File: src/rtl/fetch_pkg.sv
// Shared types and constants for the instruction fetch stage.
// Entry PC field is sized to FETCH_ADDR_W; narrower ADDR_W builds cast into it.
package fetch_pkg;
  localparam int          FETCH_ADDR_W = 32;
  localparam logic [31:0] PC_STEP      = 32'd4;
  localparam logic [31:0] NOP_INSTR    = 32'h0000_0013;

  typedef enum logic [1:0] {
    ST_IDLE,
    ST_REQ,
    ST_WAIT,
    ST_HALT
  } fetch_state_e;

  typedef struct packed {
    logic [FETCH_ADDR_W-1:0] pc;
    logic [31:0]             instr;
    logic                    fault;
  } fetch_entry_t;
endpackage

File: src/rtl/fetch_unit_if.sv
// Fetch-stage bus bundle: PC register side, instruction memory side and decode side.
// id_fault exists only when FETCH_MISALIGN_CHK_EN is defined.
interface fetch_unit_if #(
  parameter int ADDR_W = 32
);
  logic [ADDR_W-1:0] pc_current;
  logic [ADDR_W-1:0] pc_load;
  logic              pc_ena;
  logic              redirect_valid;
  logic [ADDR_W-1:0] redirect_addr;
  logic              imem_req;
  logic [ADDR_W-1:0] imem_addr;
  logic              imem_gnt;
  logic              imem_rvalid;
  logic [31:0]       imem_rdata;
  logic              id_valid;
  logic [31:0]       id_instr;
  logic [ADDR_W-1:0] id_pc;
  logic              id_ready;
`ifdef FETCH_MISALIGN_CHK_EN
  logic              id_fault;
`endif

  modport master (
    input  pc_current, redirect_valid, redirect_addr, imem_gnt, imem_rvalid, imem_rdata, id_ready,
    output pc_load, pc_ena, imem_req, imem_addr, id_valid, id_instr, id_pc
`ifdef FETCH_MISALIGN_CHK_EN
    , output id_fault
`endif
  );

  modport slave (
    output pc_current, redirect_valid, redirect_addr, imem_gnt, imem_rvalid, imem_rdata, id_ready,
    input  pc_load, pc_ena, imem_req, imem_addr, id_valid, id_instr, id_pc
`ifdef FETCH_MISALIGN_CHK_EN
    , input id_fault
`endif
  );
endinterface

File: src/rtl/fetch_buf.sv
// Synchronous FIFO of fetch entries with flush; head is presented combinationally.
// Flush wins over push and pop in the same cycle.
module fetch_buf
  import fetch_pkg::*;
#(
  parameter  int DEPTH = 2,
  localparam int PTR_W = $clog2(DEPTH),
  localparam int CNT_W = PTR_W + 1
) (
  input  logic             clk,
  input  logic             rst_n,
  input  logic             push_i,
  input  logic             pop_i,
  input  logic             flush_i,
  input  fetch_entry_t     din_i,
  output fetch_entry_t     head_o,
  output logic [CNT_W-1:0] count_o,
  output logic             full_o,
  output logic             empty_o
);
  fetch_entry_t     mem_q [DEPTH];
  logic [PTR_W-1:0] wr_ptr_q, rd_ptr_q;
  logic [CNT_W-1:0] count_q;
  logic             do_push, do_pop;

  assign full_o  = (count_q == CNT_W'(DEPTH));
  assign empty_o = (count_q == '0);
  assign count_o = count_q;
  assign head_o  = mem_q[rd_ptr_q];

  assign do_pop  = pop_i && !empty_o && !flush_i;
  assign do_push = push_i && (!full_o || do_pop) && !flush_i;

  always_ff @(posedge clk or negedge rst_n) begin
    if (!rst_n) begin
      wr_ptr_q <= '0;
      rd_ptr_q <= '0;
      count_q  <= '0;
    end else if (flush_i) begin
      wr_ptr_q <= '0;
      rd_ptr_q <= '0;
      count_q  <= '0;
    end else begin
      if (do_push) wr_ptr_q <= wr_ptr_q + 1'b1;
      if (do_pop)  rd_ptr_q <= rd_ptr_q + 1'b1;
      count_q <= count_q + CNT_W'(do_push) - CNT_W'(do_pop);
    end
  end

  // Storage needs no reset: occupancy is tracked by count_q alone.
  always_ff @(posedge clk) begin
    if (do_push) mem_q[wr_ptr_q] <= din_i;
  end
endmodule

File: src/rtl/fetch_unit.sv
// Instruction fetch stage: drives the PC, keeps one imem request outstanding, buffers results.
// Define FETCH_MISALIGN_CHK_EN to trap misaligned PCs into a NOP/fault entry and HALT.
module fetch_unit
  import fetch_pkg::*;
#(
  parameter int ADDR_W    = FETCH_ADDR_W,
  parameter int BUF_DEPTH = 2
) (
  input  logic         clk,
  input  logic         rst_n,
  fetch_unit_if.master bus
);
  localparam int CNT_W = $clog2(BUF_DEPTH) + 1;

  fetch_state_e      state_q;
  logic              pc_ena_q;
  logic              discard_q;
  logic [ADDR_W-1:0] req_pc_q;

  fetch_entry_t      push_entry, head;
  logic              buf_full, buf_empty;
  logic [CNT_W-1:0]  buf_count_unused;
  logic              aligned, misalign, req, grant, rsp, push, pop;

`ifdef FETCH_MISALIGN_CHK_EN
  assign aligned  = (bus.pc_current[1:0] == 2'b00);
  assign misalign = (state_q == ST_REQ) && !buf_full && !bus.redirect_valid && !aligned;
`else
  assign aligned  = 1'b1;
  assign misalign = 1'b0;
`endif

  assign req   = (state_q == ST_REQ) && !buf_full && !bus.redirect_valid && aligned;
  assign grant = req && bus.imem_gnt;
  assign rsp   = (state_q == ST_WAIT) && bus.imem_rvalid;
  assign push  = (rsp && !discard_q && !bus.redirect_valid) || misalign;
  assign pop   = !buf_empty && bus.id_ready;

  always_comb begin
    push_entry       = '0;
    push_entry.pc    = FETCH_ADDR_W'(req_pc_q);
    push_entry.instr = bus.imem_rdata;
    if (misalign) begin
      push_entry.pc    = FETCH_ADDR_W'(bus.pc_current);
      push_entry.instr = NOP_INSTR;
      push_entry.fault = 1'b1;
    end
  end

  // The PC register clears when disabled, so "hold" means reloading pc_current.
  always_comb begin
    bus.pc_load = bus.pc_current;
    if (bus.redirect_valid) bus.pc_load = bus.redirect_addr;
    else if (grant)         bus.pc_load = bus.pc_current + ADDR_W'(PC_STEP);
  end

  assign bus.pc_ena    = pc_ena_q;
  assign bus.imem_req  = req;
  assign bus.imem_addr = {bus.pc_current[ADDR_W-1:2], 2'b00};
  assign bus.id_valid  = !buf_empty;
  assign bus.id_instr  = head.instr;
  assign bus.id_pc     = ADDR_W'(head.pc);
`ifdef FETCH_MISALIGN_CHK_EN
  assign bus.id_fault  = head.fault;
`else
  logic fault_unused;
  assign fault_unused = head.fault;
`endif

  // IDLE: first cycle after reset | REQ: issue request | WAIT: response pending
  // HALT: misaligned PC trapped, leave only on redirect
  always_ff @(posedge clk or negedge rst_n) begin
    if (!rst_n) begin
      state_q   <= ST_IDLE;
      pc_ena_q  <= 1'b0;
      discard_q <= 1'b0;
      req_pc_q  <= '0;
    end else begin
      pc_ena_q <= 1'b1;
      unique case (state_q)
        ST_IDLE: state_q <= ST_REQ;
        ST_REQ: begin
          if (grant) begin
            req_pc_q <= bus.pc_current;
            state_q  <= ST_WAIT;
          end else if (misalign) begin
            state_q <= ST_HALT;
          end
        end
        ST_WAIT: begin
          if (rsp) begin
            discard_q <= 1'b0;
            state_q   <= ST_REQ;
          end else if (bus.redirect_valid) begin
            discard_q <= 1'b1;
          end
        end
`ifdef FETCH_MISALIGN_CHK_EN
        ST_HALT: if (bus.redirect_valid) state_q <= ST_REQ;
`endif
        default: state_q <= ST_IDLE;
      endcase
    end
  end

  fetch_buf #(.DEPTH(BUF_DEPTH)) u_buf (
    .clk     (clk),
    .rst_n   (rst_n),
    .push_i  (push),
    .pop_i   (pop),
    .flush_i (bus.redirect_valid),
    .din_i   (push_entry),
    .head_o  (head),
    .count_o (buf_count_unused),
    .full_o  (buf_full),
    .empty_o (buf_empty)
  );
endmodule

File: src/flat_wrapper.sv
// flat-port wrapper written by rule: the top's interface ports become plain ports
module fetch_unit_flat import fetch_pkg::*;
#(
  parameter int ADDR_W    = FETCH_ADDR_W,
  parameter int BUF_DEPTH = 2
)
  (clk, rst_n, bus_pc_current, bus_redirect_valid, bus_redirect_addr, bus_imem_gnt, bus_imem_rvalid, bus_imem_rdata, bus_id_ready, bus_pc_load, bus_pc_ena, bus_imem_req, bus_imem_addr, bus_id_valid, bus_id_instr, bus_id_pc);
  fetch_unit_if #(.ADDR_W(ADDR_W)) bus_i ();
  input  logic clk;
  input  logic rst_n;
  input wire logic [$bits(bus_i.pc_current)-1:0] bus_pc_current;
  input wire logic [$bits(bus_i.redirect_valid)-1:0] bus_redirect_valid;
  input wire logic [$bits(bus_i.redirect_addr)-1:0] bus_redirect_addr;
  input wire logic [$bits(bus_i.imem_gnt)-1:0] bus_imem_gnt;
  input wire logic [$bits(bus_i.imem_rvalid)-1:0] bus_imem_rvalid;
  input wire logic [$bits(bus_i.imem_rdata)-1:0] bus_imem_rdata;
  input wire logic [$bits(bus_i.id_ready)-1:0] bus_id_ready;
  output wire logic [$bits(bus_i.pc_load)-1:0] bus_pc_load;
  output wire logic [$bits(bus_i.pc_ena)-1:0] bus_pc_ena;
  output wire logic [$bits(bus_i.imem_req)-1:0] bus_imem_req;
  output wire logic [$bits(bus_i.imem_addr)-1:0] bus_imem_addr;
  output wire logic [$bits(bus_i.id_valid)-1:0] bus_id_valid;
  output wire logic [$bits(bus_i.id_instr)-1:0] bus_id_instr;
  output wire logic [$bits(bus_i.id_pc)-1:0] bus_id_pc;
  assign bus_i.pc_current = bus_pc_current;
  assign bus_i.redirect_valid = bus_redirect_valid;
  assign bus_i.redirect_addr = bus_redirect_addr;
  assign bus_i.imem_gnt = bus_imem_gnt;
  assign bus_i.imem_rvalid = bus_imem_rvalid;
  assign bus_i.imem_rdata = bus_imem_rdata;
  assign bus_i.id_ready = bus_id_ready;
  assign bus_pc_load = bus_i.pc_load;
  assign bus_pc_ena = bus_i.pc_ena;
  assign bus_imem_req = bus_i.imem_req;
  assign bus_imem_addr = bus_i.imem_addr;
  assign bus_id_valid = bus_i.id_valid;
  assign bus_id_instr = bus_i.id_instr;
  assign bus_id_pc = bus_i.id_pc;
  fetch_unit #(.ADDR_W(ADDR_W), .BUF_DEPTH(BUF_DEPTH)) u_core (.clk(clk), .rst_n(rst_n), .bus(bus_i));
endmodule
File: config.mk
export PLATFORM = sky130hd
export DESIGN_NAME = fetch_unit_flat
export DESIGN_NICKNAME = d
export VERILOG_FILES = /design/src/rtl/fetch_pkg.sv /design/src/rtl/fetch_unit_if.sv /design/src/rtl/fetch_buf.sv /design/src/rtl/fetch_unit.sv /design/src/flat_wrapper.sv
export SDC_FILE = /design/constraint.sdc
export NUM_CORES = 1
export LEC_CHECK = 0
export ABC_AREA = 1
export CORE_MARGIN = 4
export CORE_UTILIZATION = 51
export CTS_CLUSTER_SIZE = 16
export DETAILED_ROUTE_END_ITERATION = 12
export PLACE_DENSITY = 0.85
export REMOVE_ABC_BUFFERS = 1
export SLEW_MARGIN = 20
export SYNTH_ARGS = -nofsm -noshare
export SYNTH_HDL_FRONTEND = slang
export SYNTH_HIERARCHICAL = 1
export SYNTH_SLANG_ARGS = --single-unit
File: constraint.sdc
create_clock -name clk -period 9.6 [get_ports clk]
set_clock_uncertainty 0.15 [all_clocks]
set_input_delay 1.92 -clock clk [delete_from_list [all_inputs] [get_ports clk]]
set_output_delay 1.92 -clock clk [all_outputs]
set_load 0.1 [all_outputs]
[After elaboration in Yosys (flattened, before gate mapping)]
Memories as Yosys holds them, arrays and structs flattened.
Index checks and enable logic that the tools add are counted.
Widths: inputs -> output; s select.
Storage, ports and cells
  bits in registers: 40
  RAM bits: 128
  input bits: 102
  output and inout port bits: 131
  logic and storage cells: 56
  memories kept: 1
Memory list
  u_core.u_buf.mem_q: depth 2, width 64, read ports 1, clocked after memory_dff 0, write ports 1, RTL line fetch_buf.sv:21  | fetch_entry_t mem_q [DEPTH];
Cells by class
  $add $sub $neg: 5
  eq/ne operators: 5
  multiplexer cells: 14
  reduce and logical (&&, ||, !) cells: 24
Operator list (number)
  $mux 32: 2
  $add 32x3->32 const B: 1
  $logic_and 1x1->1: 11
  $mux 1: 8
  $mux 2: 3
  $pmux 2 s3: 1
  $reduce_and 2->1: 3
  $reduce_bool 2->1: 3
  $eq 2x2->1 const B: 2
  $logic_not 1->1: 4
  $logic_not 2->1: 2
  $ne 2x1->1 const B: 2
  $add 1x1->1 const B: 2
  $add 2x1->2: 1
  $eq 2x1->1 const B: 1
  $sub 2x1->2: 1
  $logic_or 1x1->1: 1

[Longest topological paths before layout]
  depth after elaboration: 11
  gate-level depth with buffers: 12
  depth with buffers taken out: 12

[Cells and area by module]
The synthesis kept the hierarchy.
By module, submodules not included
  fetch_buf: instances 1, cells each 373, area an instance 4998.5 um^2, seq. area each 4003.8 um^2
  fetch_unit: instances 1, cells each 451, area an instance 2861.5 um^2, seq. area each 900.9 um^2

[Least setup slack after synthesis]
Ideal clock, no wire load.
  path kind: in2out
  from: input bus_pc_current[2]
  to: output bus_pc_load[12]
  arrival time: 4.813 ns
  required time: 7.530 ns
  path slack: 2.717 ns
  cell stages on the path: 8
  path buffers: 1
  cell sequence: ha_1 -> nand3_2 -> nor2_2 -> nand2_1 -> nor2_4 -> buf_6 -> nor2_1 -> o21ai_0
On the way
  longest elaborated chain between the ends: 3
RTL lines
  from (decl): RTL line flat_wrapper.sv:11  | input wire logic [$bits(bus_i.pc_current)-1:0] bus_pc_current;
  $add 32x3->32: RTL line fetch_unit.sv:54  | else if (grant) bus.pc_load = bus.pc_current + ADDR_W'(PC_STEP);
  $mux 32: RTL line fetch_unit.sv:54
  $mux 32: RTL line fetch_unit.sv:53  | if (bus.redirect_valid) bus.pc_load = bus.redirect_addr;
  to (decl): RTL line flat_wrapper.sv:18  | output wire logic [$bits(bus_i.pc_load)-1:0] bus_pc_load;
Every way passes these cells.

[Final worst setup path]
  from: input bus_redirect_valid
  to: output bus_pc_load[13]
On the way
  longest elaborated chain between the ends: 5
RTL lines
  from (decl): RTL line flat_wrapper.sv:12  | input wire logic [$bits(bus_i.redirect_valid)-1:0] bus_redirect_valid;
  $logic_not 1->1: RTL line fetch_unit.sv:33  | assign req = (state_q == ST_REQ) && !buf_full && !bus.redirect_valid && aligned;
  $logic_and 1x1->1: RTL line fetch_unit.sv:33
  $logic_and 1x1->1: RTL line fetch_unit.sv:34  | assign grant = req && bus.imem_gnt;
  $mux 32: RTL line fetch_unit.sv:54
  $mux 32 *: RTL line fetch_unit.sv:53
Every way passes the cells marked *; elsewhere a longest branch is shown, timed or not.

==> summary.txt <==
Timing
  • Max Clk Rate: 139 MHz
  • Final Slew Violations: 0
  • Slew @ Worst Pin: 1.04 ns
  • Tmin final: 7.19 ns
  • Sum of negative setup slack: 0 ns
  • Setup violations, final: 0
  • Final Cycle Share: 74.9%
  • RSZ-0062 raised after global routing: false
  • Fin. Hold Viols: 0
  • Worst slew margin: 30.2%
  • Hold_ws: 0.321 ns

Critical path
  • WP data required: 7.53 ns
  • Worst-path maximum fanout: 69
  • Top delay family on crit path: buffers and inverters
  • Critical path arrival: 5.12 ns
  • Startpoint types: input pin
  • CP peak stage delay: 1.16 ns
  • R2R depth: 9
  • Worst r2r dst: u_core/u_buf/mem_q[1][24]$_DFFE_PP_
  • Critical-path top delay cell: clkdlybuf4s50_1
  • Worst path bufs/invs: 3
  • Worst r2r src: u_core/u_buf/count_o[0]$_DFF_PN0_
  • Crit path from: bus_redirect_valid
  • CP Capture Type: primary output
  • Worst reg-to-reg setup slack: 7.14 ns
  • Cell chain of the critical path: buf_2 -> nor2_1 -> nand3_2 -> buf_4 -> nor2_4 -> xor2_1 -> o21ai_1 -> clkdlybuf4s50_1
  • WS Path Type: input pin to primary output

Layout
  • Design area: 0.0105 sq mm
  • Most frequent cells in the layout: 350 x nand2_1, 228 x clkdlybuf4s50_1, 128 x edfxtp_1
  • Layout cell share with drive strength beyond 1: 5.37%
  • Reg area: 0.00485 sq mm
  • Final Core Density: 71.2%
  • # diodes: 0
  • Commonest non-fill, non-tap cell in the layout: nand2_1
  • Syn-to-layout area delta: 34.9%
  • Final net count: 1117
  • Multi-input logic area: 0.00231 sq mm
  • Fill count: 1115

Yosys
  • Ys Warns: 6
  • Synth Cell Area: 0.00779 sq mm
  • Syn avg cell area: 9.51 sq um
  • Synth Instances: 819

CTS
  • Clk slew on worst S/H paths: 0.06 ns
  • H-tree depth: 4
  • CTS tree: built
  • Worst-Skew Late Latency: 0.41 ns
  • Hold Buf Count CTS: 0
  • Post-CTS setup buffers: 0
  • Post-CTS sizing: 0
  • Clk sink count: 168
  • CTS Root Cell: clkbuf_16
  • CTS max path bufs: 2
  • CTS Buf Count: 17

Pwr
  • Pwr Density: 189 mW/mm^2
  • Leak: 4.37 nW
  • Max rail drop VDD: 127 uV

Global route
  • Largest net degree at the start of global routing: 70
  • Vias in the first global route: 5898
  • Gr ovfl total: 0
  • GRT Total Usage: 21.8%
  • Initial antenna violation count: 1
  • First-pass GRT wire length: 30100 um

Floorplan
  • Core ar.: 0.0148 sq mm
  • Initial Util: 52.8%
  • Die Span Y: 132 um
  • Die area: 0.0173 sq mm
  • Die width: 132 um
  • Row cnt: 44
  • Top Ports: 233

Hold path
  • Hold Path Class: flip-flop to flip-flop
  • Hold Crit Depth: 0
  • Hold Crit Start: u_core/req_pc_q[0]$_DFFE_PN0P_
  • Hold EP: u_core/u_buf/mem_q[0][33]$_DFFE_PP_

Placement
  • Post-DP Area: 0.00993 sq mm
  • GP Congestion: 0.904
  • DP Wirelength: 13100 um
  • # port buffers: 230

Detailed routing
  • ANT nets after route: 0
  • DR vias: 6056
  • DRT iter0 DRCs: 551
  • First-pass detailed-route iteration total: 5
  • DRC: 0
  • Drt via density: 5.01
  • Drt total wl: 19000 um
  • Wire per inst: 15.7 um

Flow run
  • Max cap viols: 0

Status
  • Status: finished, final reports clean
==> registers in the layout, summed over array words and instances (netlist names) <==
name	flops
u_core/discard_q	1
u_core/state_q	2
u_core/bus.pc_ena	1
u_core/u_buf/rd_ptr_q	1
u_core/u_buf/count_o	2
u_core/u_buf/mem_q	128
u_core/req_pc_q	32
u_core/u_buf/wr_ptr_q	1
==> per-stage QoR <==
stage | setup slack (ns) | power (mW) | std cells
after floorplan | 1.34 | 1.15 | 758
final | 2.41 | 1.99 | 1209
after global routing | 2.17 | 2.07 | 1209
after CTS | 2.43 | 2.00 | 1209
after global placement | 2.48 | 1.33 | 1177
after detailed placement | 2.44 | 1.34 | 1177
==> area by class of cell <==
class                   count  share of cell area (%)
repair buffers            235                    22.2
multi-input cells         532                    22.0
clock buffers              18                    4.09
clock inverters            14                    1.38
inverters                  58                    2.07
flip-flops and latches    168                    46.1
well taps                 184                    2.19
==> per-layer routing <==
layer  vias to the layer above  part of all wire (%)  global-route usage, %
met4                         2                   1.7                   7.58
met1                      2797                    41                   26.0
met5                         -                 0.068                      0
li1                       3013                     -                      -
met3                        28                   5.9                   5.35
met2                       216                    51                   38.7
==> power breakdown <==
group / switching (mW) / internal [mW]
registers: 0.0520 / 0.893
logic: 0.273 / 0.113
clock network: 0.272 / 0.385
total: 0.597 / 1.39
==> worst max path at each step <==
stage	end	slack (ns)	cells past startpoint
floorplan	bus_pc_load[8]	1.34	5
global placement	bus_pc_load[3]	2.48	4
detailed placement	bus_pc_load[13]	2.44	8
CTS	bus_pc_load[13]	2.43	8
global route	bus_pc_load[3]	2.17	4
finish	bus_pc_load[13]	2.41	8
Note: power is estimated with default switching activity, not from simulation.
